<file path="src/rtl/chia_xung_lt.sv">
// chia_xung_lt: programmable glitch-free clock/pulse divider with shadowed period/high-time,
// enable, phase-sync clear and terminal-count tick.
module chia_xung_lt #(
    parameter int unsigned      WIDTH        = 31,
    parameter logic [WIDTH-1:0] DIV_DEFAULT  = 50000000,
    parameter logic [WIDTH-1:0] HIGH_DEFAULT = 25000000
) (
    input  logic             clki,
    input  logic             rst,
    input  logic             en,
    input  logic             sync,
    input  logic             load,
    input  logic [WIDTH-1:0] div_in,
    input  logic [WIDTH-1:0] high_in,
    output logic             clko,
    output logic             tick,
    output logic             pend
);
    logic [WIDTH-1:0] cnt_q, cnt_d, p_act_q, p_act_d, h_act_q, h_act_d, p_sh_q, p_sh_d, h_sh_q, h_sh_d;
    logic             pend_q, pend_d, clko_q, clko_d, tick_q, tick_d;
    logic             wrap, apply;
    assign wrap  = en && (cnt_q == p_act_q);
    assign apply = wrap || sync || !en;
    always_comb begin
        p_sh_d  = load ? div_in : p_sh_q;
        h_sh_d  = load ? high_in : h_sh_q;
        // a load landing on an apply edge bypasses the shadow stage entirely
        p_act_d = (load && apply) ? div_in : (pend_q && apply) ? p_sh_q : p_act_q;
        h_act_d = (load && apply) ? high_in : (pend_q && apply) ? h_sh_q : h_act_q;
        pend_d  = apply ? 1'b0 : (load || pend_q);
        cnt_d   = (sync || wrap) ? '0 : en ? cnt_q + 1'b1 : cnt_q;
        clko_d  = en && (cnt_q < h_act_q);
        tick_d  = wrap && !sync;
    end
    always_ff @(posedge clki or posedge rst) begin
        if (rst) begin
            cnt_q   <= '0;
            p_act_q <= DIV_DEFAULT;
            h_act_q <= HIGH_DEFAULT;
            p_sh_q  <= '0;
            h_sh_q  <= '0;
            pend_q  <= 1'b0;
            clko_q  <= 1'b0;
            tick_q  <= 1'b0;
        end else begin
            cnt_q   <= cnt_d;
            p_act_q <= p_act_d;
            h_act_q <= h_act_d;
            p_sh_q  <= p_sh_d;
            h_sh_q  <= h_sh_d;
            pend_q  <= pend_d;
            clko_q  <= clko_d;
            tick_q  <= tick_d;
        end
    end
    assign clko = clko_q;
    assign tick = tick_q;
    assign pend = pend_q;
endmodule

</file>
<file path="config.mk">
export PLATFORM = sky130hd
export DESIGN_NAME = chia_xung_lt
export DESIGN_NICKNAME = d
export VERILOG_FILES = /design/src/rtl/chia_xung_lt.sv
export SDC_FILE = /design/constraint.sdc
export NUM_CORES = 1
export LEC_CHECK = 0
export CAP_MARGIN = 15
export CORE_ASPECT_RATIO = 0.5
export CORE_MARGIN = 1
export CORE_UTILIZATION = 40
export DETAILED_ROUTE_END_ITERATION = 16
export DONT_BUFFER_PORTS = 1
export GPL_TIMING_DRIVEN = 0
export PLACE_DENSITY_LB_ADDON = 0.05
export SYNTH_ARGS = -nofsm -noshare
export SYNTH_HDL_FRONTEND = slang
export SYNTH_SLANG_ARGS = --single-unit
</file>
<file path="constraint.sdc">
create_clock -name clki -period 5.9 [get_ports clki]
set_input_delay 1.475 -clock clki [delete_from_list [all_inputs] [get_ports clki]]
set_output_delay 1.475 -clock clki [all_outputs]
set_load 0.01 [all_outputs]
</file>
==> summary.txt <==
Clock tree
  • Clk sinks: 158
  • Inserted Clock Buffers: 17
  • CTS root buf: clkbuf_16
  • Clk pin slew, worst setup/hold paths: 0.06 ns
  • TritonCTS clock tree: done
  • CTS max path bufs: 2
  • PostCTS Resize Cnt: 0
  • H-tree depth: 4
  • Worst-Skew Late Latency: 0.42 ns
  • Hold_buf cts: 0
  • Post-CTS setup buffer count: 0

Logic synthesis
  • Post-Syn Area: 0.007336 mm²
  • Synth Flop Type: dfrtp_1
  • Seq/Total Area, Yosys: 54.31%
  • Top cell type by total area after synthesis: dfrtp_1
  • Synth Area per Inst: 12.58 µm²
  • Synth cell types: 34
  • Mapped Cells: 583
  • Top cells by area, synth: dfrtp_1 (46%), mux2_2 (18%), dfstp_2 (8.6%)
  • Syn Nets: 681
  • Synth Register Bits: 158
  • Post-synth ARST share: 100.0%
  • Synth warnings: 0
  • Number of synthesized flops with an enable pin: 0
  • Yosys top cell area share: 45.71%

Drt
  • Routed Antenna Nets: 0
  • WL per Instance: 17.91 µm
  • Drt drc: 6
  • Via count: 4287
  • Drt first pass iters: 12
  • Iter 0 DRT Violations: 174
  • Routed wire length: 15.25 mm
  • Via/cell ratio: 5.038

Global route
  • Initial antenna violation count: 1
  • Met1 Use GR: 27.88%
  • Met2 usage: 23.55%
  • Total grt overflow: 0
  • Tot GR Track Use: 17.73%
  • GR peak layer: met1
  • Vias in the first global route: 4429
  • Largest net degree at the start of global routing: 110
  • Grt met3 use: 4.732%
  • First-pass GRT wire length: 25.33 mm

Critical path
  • CP arrival: 3.40 ns
  • Crit end category: flop
  • RR Startpoint: cnt_q[12]$_DFFE_PP0P_
  • Critical path capture point: h_act_q[4]$_DFFE_PP0P_
  • Peak fanout along the critical path: 10
  • Worst setup SP type: primary input
  • Reg2reg setup slack: 3.15 ns
  • Worst EP required: 6.20 ns
  • Worst setup startpoint: load
  • Worst r2r dst: h_act_q[4]$_DFFE_PP0P_
  • Critical path type: in2reg
  • Worst R2R Path Depth: 7

Floorplanning
  • Initial core utilization: 41.55%
  • Die W: 193.5 µm
  • IO Pins: 70
  • Number of cell rows: 34
  • Die area: 0.01892 mm²
  • Die height: 97.76 µm
  • Core area: 0.01765 mm²

Power
  • Leakage: 3.571 nW
  • Pwr/cell area: 342.6 mW/mm²
  • Maximum VDD drop: 172.6 µV

STA
  • Tcrit/Tclk final: 52.55%
  • Slew margin rel.: 42.32%
  • Endpoints failing hold: 0
  • Clk_skew: 0.01079 ns
  • Max Slew Vio Count: 0
  • Crit path time final: 3.101 ns
  • Slew @ Worst Pin: 0.8652 ns
  • Final setup violation count: 0
  • Highest clock rate: 322.5 MHz
  • RSZ-0062 raised after global routing: no
  • Total negative setup slack: 0 ns

Final layout
  • Layout cells sized above 1: 29.87%
  • Area Overhead vs Synth: 13.44%
  • Design area: 0.008322 mm²
  • Multi-input gate area: 0.003122 mm²
  • # fillers: 1587
  • FF/Latch Area: 0.003984 mm²
  • Layout Nets: 701

Outcome
  • Status: finished with violations
  • Failing checks: design-rule violations

Placement
  • Port bufs: 0
  • Detailed Place HPWL: 11.27 mm
  • GPL Wtd Cong: 0.8065
  • Area after DPL: 0.007664 mm²

Flow run
  • Number of max-cap violations: 0

Hold path
  • Worst min path class: reg2reg
worst min-delay path by stage:
stage,from,to,slack (ns),cells after the start
2_1_floorplan,h_act_q[26]$_DFFE_PP0P_,h_act_q[26]$_DFFE_PP0P_,0.46,1
3_3_place_gp,h_act_q[28]$_DFFE_PP0P_,h_act_q[28]$_DFFE_PP0P_,0.47,1
3_5_place_dp,h_act_q[0]$_DFFE_PP0P_,h_act_q[0]$_DFFE_PP0P_,0.48,1
4_1_cts,h_act_q[0]$_DFFE_PP0P_,h_act_q[0]$_DFFE_PP0P_,0.49,1
5_1_grt,h_sh_q[28]$_DFFE_PP0P_,h_sh_q[28]$_DFFE_PP0P_,0.50,1
6_report,h_act_q[0]$_DFFE_PP0P_,h_act_q[0]$_DFFE_PP0P_,0.49,1
kinds of logic after synthesis:
logic type / synth area share (%)
AO/OA/AOI/OAI: 2.269
XOR/XNOR: 7.283
adder cells (fa/ha/maj): 5.287
buffers and inverters: 3.138
flip-flops: 54.31
multiplexers: 19.17
AND/OR/NAND/NOR: 8.545
placed cells by master (no fill, tap or decap), drive strengths merged, types with 7 or more instances in the layout:
master / instances
nand2: 19
o21ai: 10
buf: 11
mux2: 124
ha: 31
inv: 33
a21oi: 9
dfrtp: 134
nand4: 28
nor2: 50
nand3: 12
dfstp: 24
xnor2: 37
and3: 7
clkbuf: 29
xor2: 24
flip-flops by register name (all words and copies together) (netlist names):
signal,cells
clko,1
p_sh_q,31
p_act_q,31
pend,1
cnt_q,31
tick,1
h_act_q,31
h_sh_q,31
Yosys cell counts, types with 4 or more instances:
cell and n:
nand3_1 12, clkbuf_1 9, xor2_1 24, mux2_2 119, dfstp_2 24, nor2_1 50, o21ai_0 10, a21oi_1 8
ha_1 31, xnor2_1 37, dfrtp_1 134, nand4_1 28, buf_1 4, mux2_1 5, nand2_1 19, inv_1 32
and3_1 7
power by group:
group / total (mW) / internal, mW / switching, mW
Combinational: 0.332 / 0.173 / 0.158
Sequential: 1.30 / 1.23 / 0.0676
Clock: 1.22 / 0.765 / 0.455
critical path: stages:
cell	delay (ns)
clkbuf_1	0.63
nor2_1	0.23
a21oi_4	0.41
buf_4	0.30
mux2_2	0.35
stage by stage:
stage	instances	setup WS (ns)	hold WS, ns	power (mW)	util (%)
6_report	851	2.799	0.4880	2.851	47.14
5_1_grt	850	2.702	0.5050	2.996	47.12
4_1_cts	850	2.762	0.4921	2.893	47.12
3_5_place_dp	818	2.329	0.4777	1.659	43.41
3_3_place_gp	817	-1.778	0.4730	1.647	43.21
2_1_floorplan	583	0.2015	0.4581	1.565	-
layer usage:
metal	wire length, µm	share of wire (%)	vias up
met3	700	4.6	12
met4	141	0.92	0
li1	-	-	2070
met2	5939	39	61
met1	8464	56	2144
met5	0	0	-
area by class of cell:
class / count / area share, %
diodes: 1 / 0.03007
plain buffers: 20 / 1.323
clock buffers: 19 / 5.323
clock inverters: 13 / 2.556
inverters: 32 / 1.534
multi-input cells: 373 / 37.51
flip-flops and latches: 158 / 47.87
well taps: 234 / 3.518
repair buffers: 1 / 0.3308
No activity file was read; power rests on OpenSTA's default activity.
